===== src/rtl/rf_writeback_arbiter.sv =====
// rf_writeback_arbiter
//   Writer side of the 32x32 register file. Results from the single-cycle ALU
//   path are queued in a small FIFO; results from the multi-cycle load path are
//   offered directly. One winner per cycle is registered onto the regfile write
//   port. The load path normally has priority. A starvation counter limits how
//   many consecutive load wins can occur while ALU results are waiting. A 32-bit
//   busy scoreboard tracks destinations that have issued but not yet been
//   written back.
// Ports
//   clk, rst_n              clock, asynchronous active-low reset
//   issue_valid/rd/ready    instruction issue; ready is low while rd is busy
//   alu_valid/ready/rd/data ALU result handshake; ready = FIFO not full
//   mem_valid/ready/rd/data load result handshake; ready = not starving the FIFO
//   rf_load/dest/in         registered regfile write port
//   busy                    scoreboard; bit i = write to x_i outstanding
module rf_writeback_arbiter #(
  parameter int DEPTH        = 4,
  parameter int STARVE_LIMIT = 3,
  parameter int XLEN         = 32
) (
  input  logic            clk,
  input  logic            rst_n,
  input  logic            issue_valid,
  input  logic [4:0]      issue_rd,
  output logic            issue_ready,
  input  logic            alu_valid,
  output logic            alu_ready,
  input  logic [4:0]      alu_rd,
  input  logic [XLEN-1:0] alu_data,
  input  logic            mem_valid,
  output logic            mem_ready,
  input  logic [4:0]      mem_rd,
  input  logic [XLEN-1:0] mem_data,
  output logic            rf_load,
  output logic [4:0]      rf_dest,
  output logic [XLEN-1:0] rf_in,
  output logic [31:0]     busy
);

  localparam int PW = (DEPTH > 1) ? $clog2(DEPTH) : 1;
  localparam int CW = $clog2(DEPTH + 1);
  localparam int SW = (STARVE_LIMIT > 0) ? $clog2(STARVE_LIMIT + 1) : 1;
  localparam logic [CW-1:0] FULL_CNT  = CW'(DEPTH);
  localparam logic [SW-1:0] STARVE_MX = SW'(STARVE_LIMIT);

  // FIFO state
  logic [4:0]      fifo_rd_q   [DEPTH];
  logic [XLEN-1:0] fifo_data_q [DEPTH];
  logic [PW-1:0]   wr_ptr_q, wr_ptr_d;
  logic [PW-1:0]   rd_ptr_q, rd_ptr_d;
  logic [CW-1:0]   count_q, count_d;

  // Arbitration / output state
  logic [SW-1:0]   starve_q, starve_d;
  logic            rf_load_q, rf_load_d;
  logic [4:0]      rf_dest_q, rf_dest_d;
  logic [XLEN-1:0] rf_in_q, rf_in_d;
  logic [31:0]     busy_q, busy_d;

  logic fifo_nonempty;
  logic fifo_full;
  logic starve;
  logic alu_push;
  logic mem_win;
  logic fifo_pop;
  logic issue_fire;

  assign fifo_nonempty = (count_q != '0);
  assign fifo_full     = (count_q == FULL_CNT);
  assign starve        = fifo_nonempty & (starve_q == STARVE_MX);

  // Readiness comes only from registered state, so a dequeue on a full FIFO
  // frees its slot for the producer starting the following cycle.
  assign alu_ready   = ~fifo_full;
  assign mem_ready   = ~starve;
  assign issue_ready = (issue_rd == 5'd0) | ~busy_q[issue_rd];

  assign alu_push   = alu_valid & alu_ready;
  assign mem_win    = mem_valid & ~starve;
  assign fifo_pop   = ~mem_win & fifo_nonempty;
  assign issue_fire = issue_valid & issue_ready & (issue_rd != 5'd0);

  // FIFO pointer/count next state
  always_comb begin
    wr_ptr_d = wr_ptr_q;
    rd_ptr_d = rd_ptr_q;
    count_d  = count_q + CW'(alu_push) - CW'(fifo_pop);
    if (alu_push) wr_ptr_d = wr_ptr_q + PW'(1);
    if (fifo_pop) rd_ptr_d = rd_ptr_q + PW'(1);
  end

  // Arbitration: load path first unless it has starved the FIFO long enough.
  // A winner targeting x0 is consumed but produces no write enable.
  always_comb begin
    rf_load_d = 1'b0;
    rf_dest_d = rf_dest_q;
    rf_in_d   = rf_in_q;
    starve_d  = '0;
    if (mem_win) begin
      rf_load_d = (mem_rd != 5'd0);
      rf_dest_d = mem_rd;
      rf_in_d   = mem_data;
      if (fifo_nonempty) starve_d = starve_q + SW'(1);
    end else if (fifo_nonempty) begin
      rf_load_d = (fifo_rd_q[rd_ptr_q] != 5'd0);
      rf_dest_d = fifo_rd_q[rd_ptr_q];
      rf_in_d   = fifo_data_q[rd_ptr_q];
    end
  end

  // Scoreboard: clear on writeback first, then set on issue so that a
  // same-index collision leaves the bit set.
  always_comb begin
    busy_d = busy_q;
    if (rf_load_q) busy_d[rf_dest_q] = 1'b0;
    if (issue_fire) busy_d[issue_rd] = 1'b1;
    busy_d[0] = 1'b0;
  end

  always_ff @(posedge clk or negedge rst_n) begin
    if (!rst_n) begin
      wr_ptr_q  <= '0;
      rd_ptr_q  <= '0;
      count_q   <= '0;
      starve_q  <= '0;
      rf_load_q <= 1'b0;
      rf_dest_q <= '0;
      rf_in_q   <= '0;
      busy_q    <= '0;
    end else begin
      wr_ptr_q  <= wr_ptr_d;
      rd_ptr_q  <= rd_ptr_d;
      count_q   <= count_d;
      starve_q  <= starve_d;
      rf_load_q <= rf_load_d;
      rf_dest_q <= rf_dest_d;
      rf_in_q   <= rf_in_d;
      busy_q    <= busy_d;
    end
  end

  // FIFO storage; contents are qualified by the pointers, so no reset needed.
  always_ff @(posedge clk) begin
    if (alu_push) begin
      fifo_rd_q[wr_ptr_q]   <= alu_rd;
      fifo_data_q[wr_ptr_q] <= alu_data;
    end
  end

  assign rf_load = rf_load_q;
  assign rf_dest = rf_dest_q;
  assign rf_in   = rf_in_q;
  assign busy    = busy_q;

endmodule

===== config.mk =====
export PLATFORM = sky130hd
export DESIGN_NAME = rf_writeback_arbiter
export DESIGN_NICKNAME = d
export VERILOG_FILES = /design/src/rtl/rf_writeback_arbiter.sv
export SDC_FILE = /design/constraint.sdc
export NUM_CORES = 1
export LEC_CHECK = 0
export BUFFER_PORTS_ARGS = -buffer_cell sky130_fd_sc_hd__buf_2
export CORE_MARGIN = 3
export CORE_UTILIZATION = 45
export DETAILED_ROUTE_END_ITERATION = 8
export HOLD_SLACK_MARGIN = 0.1
export PLACE_DENSITY = 0.65
export SKIP_CTS_REPAIR_TIMING = 1
export SLEW_MARGIN = 5
export SYNTH_ARGS = -nofsm -noshare
export SYNTH_HDL_FRONTEND = slang
export SYNTH_SLANG_ARGS = --single-unit

===== constraint.sdc =====
create_clock -name clk -period 5.5 [get_ports clk]
set_clock_uncertainty 0.05 [all_clocks]
set_input_delay 0.275 -clock clk [delete_from_list [all_inputs] [get_ports clk]]
set_output_delay 0.275 -clock clk [all_outputs]
set_load 0.02 [all_outputs]

-- After elaboration in Yosys (flattened, before gate mapping)
Memories as Yosys holds them, arrays and structs flattened.
Cells that the tools add are included.
W data, S select, Z words.
- memory bits (read-only): 0
- memory bits (writable): 148
- latch bits: 0
- register bits: 78
- memories kept: 2
- output and inout port bits: 73
- eq/ne operators: 2
- $lt $le $gt $ge: 4
- divide/modulo/power cells: 0
- mux-type cells: 18
- add/sub/neg operators: 5
- bitwise gates (word level): 14
- reduce and logical (&&, ||, !) cells: 8
- multiply operators: 0
- shift-type cells: 0
- memories (name ; words ; width ; read ports ; clocked after Yosys merged registers in ; wr ports ; line ; source):
    fifo_data_q ; 4 ; 32 ; 1 ; 0 ; 1 ; 48 ; logic [XLEN-1:0] fifo_data_q [DEPTH];
    fifo_rd_q ; 4 ; 5 ; 1 ; 0 ; 1 ; 47 ; logic [4:0] fifo_rd_q [DEPTH];
- operator list (cell ; count):
    $mux W32 ; 4
    $and A32 B32 Y32 ; 1
    $not A32 Y32 ; 1
    $or A32 B32 Y32 ; 1
    $reduce_bool A5 Y1 ; 3
    $lt A5 B6 Y1 const B ; 2
    $demux W1 S5 ; 2
    $ge A5 B1 Y1 const B ; 2
    $mux W5 ; 2
    $mux W1 ; 7
    $add A2 B1 Y2 const B ; 3
    $and A1 B1 Y1 ; 6
    $bmux W1 S5 ; 1
    $logic_not A5 Y1 ; 1
    $mux W2 ; 2
    $not A1 Y1 ; 4
    $add A3 B1 Y3 ; 1
    $eq A3 B3 Y1 const B ; 1
    $reduce_bool A3 Y1 ; 1
    $sub A3 B1 Y3 ; 1
    $eq A2 B2 Y1 const B ; 1
    $logic_and A1 B1 Y1 ; 2
    $reduce_bool A2 Y1 ; 1
    $or A1 B1 Y1 ; 1

-- Longest topological paths before layout
Gate-level depths: netlist of the first run.
- depth in word-level cells: 9
- depth in mapped cells: 10
- mapped depth without buffers: 10

-- Worst setup path before layout of the first run
OpenSTA, ideal clock, no wires.
- path kind: register to register
- start: register count_q[2]
- end: register count_q[2]
- cell stages (with the launch flop): 11
- arrival time: 2.306 ns
- setup slack: 3.019 ns
- period minus slack after synthesis: 2.481 ns
- library setup time: 0.125 ns
- buffers on the path: 1
- cells stage by stage: dfrtp_1 -> or3_1 -> clkbuf_1 -> a21oi_1 -> nor2_1 -> ha_1 -> inv_1 -> ha_1 -> fa_1 -> xor2_1 -> xnor2_1
- cells in the longest elaborated chain, start to end: 7
- elaborated cells between the ends (all ways): 11
- those cells by class: 2 x add/sub; 1 x eq/ne; 7 x bitwise; 1 x reduce/logical
- ends and longest elaborated chain (element ; line ; source):
    start: declaration ; 51 ; logic [CW-1:0] count_q, count_d;
    start signal: assignment ; 133 ; count_q <= count_d;
    $reduce_bool A3 Y1 * ; 68 ; assign fifo_nonempty = (count_q != '0);
    $and A1 B1 Y1 ; 70 ; assign starve = fifo_nonempty & (starve_q == STARVE_MX);
    $not A1 Y1 ; 79 ; assign mem_win = mem_valid & ~starve;
    $and A1 B1 Y1 ; 79 ;
    $not A1 Y1 ; 80 ; assign fifo_pop = ~mem_win & fifo_nonempty;
    $and A1 B1 Y1 * ; 80 ;
    net fifo_pop ; 65 ; logic fifo_pop;
    $sub A3 B1 Y3 * ; 87 ; count_d = count_q + CW'(alu_push) - CW'(fifo_pop);
    net count_d[2] ; 51 ;
The timed path passes the listed nets; every way through them passes the cells marked *.
A chain may end at the register's enable or synchronous reset.

-- Worst setup path after layout of the first run
Ends and elaborated chain as after synthesis.

==> results of run 1 <==
==> cells by family after synthesis <==
logic type               Yosys count
multiplexers                      53
adder cells (fa/ha/maj)            8
other                              1
AO/OA/AOI/OAI                    122
AND/OR/NAND/NOR                  160
XOR/XNOR                           5
buffers and inverters             45
flip-flops                       226
==> state kept, by name, summed over array words and instances (netlist names) <==
signal       cells
fifo_data_q    128
rd_ptr_q         2
rf_dest          5
rf_load          1
count_q          3
busy            31
starve_q         2
fifo_rd_q       20
rf_in           32
wr_ptr_q         2
==> worst reg2reg max path: stages, from the launching register on <==
cell and delay, ns:
dfrtp_1 0.45, or3_2 0.89, a21oi_1 0.38, nor2_1 0.12, ha_1 0.29, inv_1 0.04, ha_1 0.18, fa_1 0.37
xor2_1 0.16, xnor2_1 0.13
==> layout make-up <==
cell class                      count  area, sq um  area share
Sequential cell                   226         6399      0.5492
Clock buffer                       36        696.9     0.05982
Timing Repair Buffer              229         1511      0.1297
Clock inverter                      8        67.56    0.005799
Tap cell                          265        331.6     0.02846
Inverter                           12        45.04    0.003866
Multi-Input combinational cell    349         2600      0.2232
==> power groups by stage <==
stage / Combinational (mW) / Sequential [mW] / Clock [mW]
2_1_floorplan: 1.13 / 2.87 / 0
3_3_place_gp: 1.95 / 2.71 / 0
3_5_place_dp: 1.99 / 2.74 / 0
4_1_cts: 2.00 / 2.71 / 1.58
5_1_grt: 2.20 / 2.77 / 1.65
6_report: 2.02 / 2.71 / 1.55
==> through the flow <==
stage / std cells / hold slack [ns] / setup WS [ns] / utilization
after floorplan: 620 / -0.07059 / 3.019 / -
after global placement: 1010 / 0.3880 / 2.402 / 0.5161
after detailed placement: 1010 / 0.3920 / 2.325 / 0.5161
after CTS: 1054 / -0.08330 / 2.309 / 0.5549
after global routing: 1125 / 0.1043 / 2.153 / 0.5909
final: 1125 / 0.08823 / 2.329 / 0.5909
==> layer usage <==
layer  vias up  global-route usage  wire length [microns]  part of all wire
met4         0             0.04989                    466             0.021
met5         -                   0                      0                 0
li1       2798                   -                      -                 -
met2       227              0.3085                  10940              0.50
met3        42             0.04467                   1532             0.070
met1      3107              0.2626                   9078              0.41
==> layout by cell type, fill, tap and decap left out, drive strengths merged, types with 7 or more instances in the layout <==
| master | n |
|---|---|
| clkbuf | 36 |
| dfrtp | 78 |
| o21ai | 65 |
| inv | 12 |
| buf | 158 |
| nand3 | 12 |
| dlygate4sd3 | 71 |
| ha | 7 |
| mux2 | 11 |
| nor2 | 42 |
| a31oi | 37 |
| edfxtp | 148 |
| mux4 | 38 |
| nand2 | 81 |
==> worst paths after layout <==
| path | slack [ns] | end |
|---|---|---|
| max | 2.33 | count_q[2]$_DFF_PN0_ |
| min | 0.09 | rf_dest[0]$_DFFE_PN0P_ |
| min in group asynchronous | 0.47 | busy[31]$_DFF_PN0_ |
| max in group asynchronous | 4.19 | rd_ptr_q[1]$_DFFE_PN0P_ |
| min reg2reg | 0.40 | starve_q[0]$_DFF_PN0_ |
| max reg2reg | 2.33 | count_q[2]$_DFF_PN0_ |
==> summary.txt, run 1 <==
Status = finished, final reports clean
Port buffer count = 155
Synth Area in Compound Gates = 0.07737
Hold Path Class = input port to register
Tot GR Track Use = 0.1900
Final Max Slew Viols = 0
Root Buffer = clkbuf_16
Max Root-Sink Buffers = 3
DP Wirelength = 13.38 mm
CTS tree = built
Post-Synth XOR/XNOR Area = 0.004776
Peak Freq = 315.3 MHz
Cell depth of the worst setup path = 9
Worst Setup End Kind = register
Max Fanout on Critical Path = 40
First-pass GRT wire length = 33.02 mm
Clk sinks = 226
Site row count = 51
Clock share of power = 0.247
CP Launch Point = count_q[2]$_DFF_PN0_
DRC = 0
Slew Limit Headroom = 0.2887
Async set-reset flop share out of synthesis = 0.3451
Ant diodes = 0
Crit-path leading delay family = simple AND/OR/NAND/NOR gates
TritonRoute pass-1 iters = 5
Number of global-route vias before repair = 6,057
Crit path required time = 5.84 ns
Post-synth top flop = edfxtp_1
Gate Count Post-Synth = 620
Top post-synthesis cells by count = edfxtp_1, nand2_1, dfrtp_1
WP buf/inv = 1
Initial antenna violation count = 0
Most common cell in the netlist = edfxtp_1
Final nets = 934
Internal power = 4.083 mW
Via count = 6,174
Ys Warns = 0
CP Launch Type = register
Hold Crit Depth = 3
Max stage delay on crit path = 0.89 ns
Vias per cell = 5.488
RSZ-0062 raised after global routing = false
NetSw = 2.191 mW
Initial Util = 0.4650
Initial DRC Count = 415
Adder-cell share of the synthesized area = 0.01174
CTS HTree Levels = 1
Number of buffers created by CTS = 24
Sw frac = 0.3492
DIE HEIGHT = 148.7 microns
Layout cell share with drive strength beyond 1 = 0.2907
Most frequent CP cell = ha_1
Final hold violation count = 0
Gp weighted congestion = 0.8888
EDFF count, synth = 148
Core footprint = 19,720 sq um
Die X = 148.7 microns
Worst skew pair latency = 0.50 ns
CTS clock-pin slew for the worst setup and hold paths = 0.06 ns
FILL cells = 1,498
Power Density = 538.5 nW/um^2
Worst Tran Pin Value = 1.067 ns
Total Power = 6.274 mW
Mean area per synthesized cell = 14.79 sq um
Slowest CP cell = or3_2
# setup viols final = 0
Max-cap violations = 0
I/O pins = 157
Tcrit/Tclk final = 0.5766
IR drop worst, VDD = 0.2935 mV
Antenna-violating nets left = 0
Syn Std Cell Area = 9169 sq um
Largest area contributor in the netlist = edfxtp_1
Worst r2r path cells = 9
Post-synthesis cell type count = 42
Synth top area cells = edfxtp_1, dfrtp_1, mux4_2
Reg-to-reg critical path startpoint = count_q[2]$_DFF_PN0_
P&R area growth vs syn = 27.07%
FF+latch count, synth = 226
Simple-gate share of the synthesized area = 0.07533
Die area = 22,120 sq um
DR WL/cell = 19.57 microns
Largest net degree at the start of global routing = 79
Final WL = 22.01 mm
Hold Crit Start = mem_rd[0]
Sequential area share after synthesis = 0.6976
Worst Path Class, Setup = register to register
Dpl cell area = 10,180 sq um
Grt ovf = 0
Setup Total Neg Slack = 0 ns
Minimum clock period = 3.171 ns
Post-synth top area share = 0.4847
Leakage power = 4.492 nW
CP arrival = 3.51 ns
Largest family of logic cells by synthesized area = multiplexers
CP cell instances = or3_2 -> a21oi_1 -> nor2_1 -> ha_1 -> inv_1 -> ha_1 -> fa_1 -> xor2_1 -> xnor2_1
Post-synth net total = 712
Finished Cell Area = 11,650 sq um
Sequential power share = 0.431
Mux contribution to synthesized area = 0.1124
Gate power share = 0.322
No activity file was read; power rests on OpenSTA's default activity.
==> run 2: changes to the inputs <==
==> constraint.sdc (replaced) <==
create_clock -name clk -period 3 [get_ports clk]
set_clock_uncertainty 0.05 [all_clocks]
set_input_delay 0.15 -clock clk [delete_from_list [all_inputs] [get_ports clk]]
set_output_delay 0.15 -clock clk [all_outputs]
set_load 0.02 [all_outputs]
==> summary.txt, run 2 (synthesized netlist as in run 1, its figures left out) <==
Leakage power = 4.609 nW (+2.6%)
Port buffer count = 155 (unchanged)
Gp weighted congestion = 0.8618 (-3.0%)
Initial antenna violation count = 0 (unchanged)
DR WL/cell = 19.32 microns (-1.3%)
CTS HTree Levels = 1 (unchanged)
# setup viols final = 0 (unchanged)
I/O pins = 157 (unchanged)
CTS clock-pin slew for the worst setup and hold paths = 0.06 ns (about the same)
DIE HEIGHT = 148.7 microns (unchanged)
Reg-to-reg critical path startpoint = count_q[2]$_DFF_PN0_
Tot GR Track Use = 0.1927 (+0.002706)
Inst Count DP = 1,018 (+0.79%)
Site row count = 51 (unchanged)
Finished Cell Area = 11,920 sq um (+2.3%)
Peak Freq = 366.0 MHz (+16%)
Ant diodes = 0 (unchanged)
Number of buffers created by CTS = 24 (unchanged)
Initial DRC Count = 331 (-20%)
Die area = 22,120 sq um (unchanged)
Max-cap violations = 0 (unchanged)
IR drop worst, VDD = 0.5683 mV (+94%)
Total Power = 11.76 mW (+88%)
Antenna-violating nets left = 0 (unchanged)
R2r setup slk = 0.27 ns (-2.06 ns)
Most common cell after layout, fill and taps aside = buf_2
Status = finished, final reports clean
Max Fanout on Critical Path = 5 (-88%)
Largest Register = fifo_data_q
Final hold violation count = 0 (unchanged)
Setup Total Neg Slack = 0 ns (unchanged)
Crit path required time = 3.38 ns (-2.46 ns)
Worst hold slack = 0.1757 ns (+0.08742 ns)
Root Buffer = clkbuf_16
Layout Cells excl Fill = 1,146 (+1.9%)
Worst Tran Pin Value = 1.075 ns (+0.007893 ns)
Tcrit/Tclk final = 0.9108 (+0.3342)
Hold Path Class = input port to register
CP arrival = 3.11 ns (-0.40 ns)
CP Capture Point = count_q[2]$_DFF_PN0_
Core footprint = 19,720 sq um (unchanged)
R2r endpoint = count_q[2]$_DFF_PN0_
Largest net degree at the start of global routing = 79 (unchanged)
CP Launch Type = register
Initial Util = 0.4650 (unchanged)
Dpl cell area = 10,270 sq um (+0.96%)
Worst r2r path cells = 9 (unchanged)
Slew Limit Headroom = 0.2834 (-0.005262)
Minimum clock period = 2.732 ns (-0.4391 ns)
TritonRoute pass-1 iters = 5 (unchanged)
Worst Setup End Kind = register
Worst skew pair latency = 0.51 ns (about the same)
Final WL = 22.14 mm (+0.58%)
Power Density = 987.3 nW/um^2 (+83%)
P&R area growth vs syn = 29.95%
Worst Path Class, Setup = register to register
Max Root-Sink Buffers = 3 (unchanged)
Die X = 148.7 microns (unchanged)
Final Max Slew Viols = 0 (unchanged)
Commonest non-fill, non-tap cells in the layout = buf_2, edfxtp_1, dlygate4sd3_1
RSZ-0062 raised after global routing = false
Grt ovf = 0 (unchanged)
Max reg flops = 128 (unchanged)
Clk sinks = 226 (unchanged)
CP Launch Point = count_q[2]$_DFF_PN0_
First-pass GRT wire length = 33.55 mm (+1.6%)
Layout cell share with drive strength beyond 1 = 0.2928 (+0.002151)
Vias per cell = 5.481 (-0.13%)
DRC = 0 (unchanged)
Via count = 6,281 (+1.7%)
DP Wirelength = 13.89 mm (+3.8%)
CTS tree = built
Number of global-route vias before repair = 6,153 (+1.6%)
Hold Crit Start = issue_rd[1]
Final nets = 955 (+2.2%)
[run 2: cell types whose count changed in the layout (fill, tap and decap cells not counted), sizes merged]
cell	previous run	this run
clkinv	5	7
dlygate4sd3	71	84
buf	158	166
clkbuf	36	32
bufinv	1	3
[run 2: worst max-delay path: stages (launching register included)]
cell and delay [ns]:
dfrtp_1 0.45, or3_2 0.51, a21oi_1 0.25, nor2_1 0.13, ha_1 0.30, inv_1 0.04, ha_1 0.18, fa_1 0.38
xor2_1 0.22, xnor2_1 0.14
[run 2: area by class of cell]
type,count,area [sq um]
Timing Repair Buffer,250,1739
Multi-Input combinational cell,349,2600
Clock inverter,12,138.9
Tap cell,265,331.6
Clock buffer,32,661.9
Sequential cell,226,6399
Fill cell,1468,7802
Inverter,12,45.04
[run 2: stage by stage]
stage	util	worst slack, ns
final	0.6043	0.2676
after global routing	0.6043	0.09865
after CTS	0.5616	0.2627
after detailed placement	0.5210	0.2846
after global placement	0.5210	0.4325
after floorplan	-	0.5187
[run 2: how the worst min path moves through the flow]
stage / endpoint / slack (ns) / cells past startpoint
after floorplan: busy[10]$_DFF_PN0_ / -0.20 / 0
after global placement: fifo_data_q[2][31]$_DFFE_PP_ / 0.31 / 1
after detailed placement: fifo_data_q[2][27]$_DFFE_PP_ / 0.32 / 1
after CTS: fifo_data_q[2][27]$_DFFE_PP_ / -0.21 / 1
after global routing: busy[20]$_DFF_PN0_ / 0.17 / 3
final: busy[21]$_DFF_PN0_ / 0.18 / 3
[run 2: power by group]
part / internal [mW] / switching, mW / leakage (nW) / total, mW
sequential: 4.29 / 0.562 / 2.26 / 4.85
combinational: 1.61 / 2.33 / 1.97 / 3.94
clock: 1.81 / 1.16 / 0.383 / 2.97
[run 2: layer usage]
layer	track usage	routed length, microns	vias to the layer above
li1	-	-	2847
met1	0.2602	9111	3161
met2	0.3201	11140	237
met3	0.04193	1493	36
met4	0.05446	392	0
met5	0	0	-
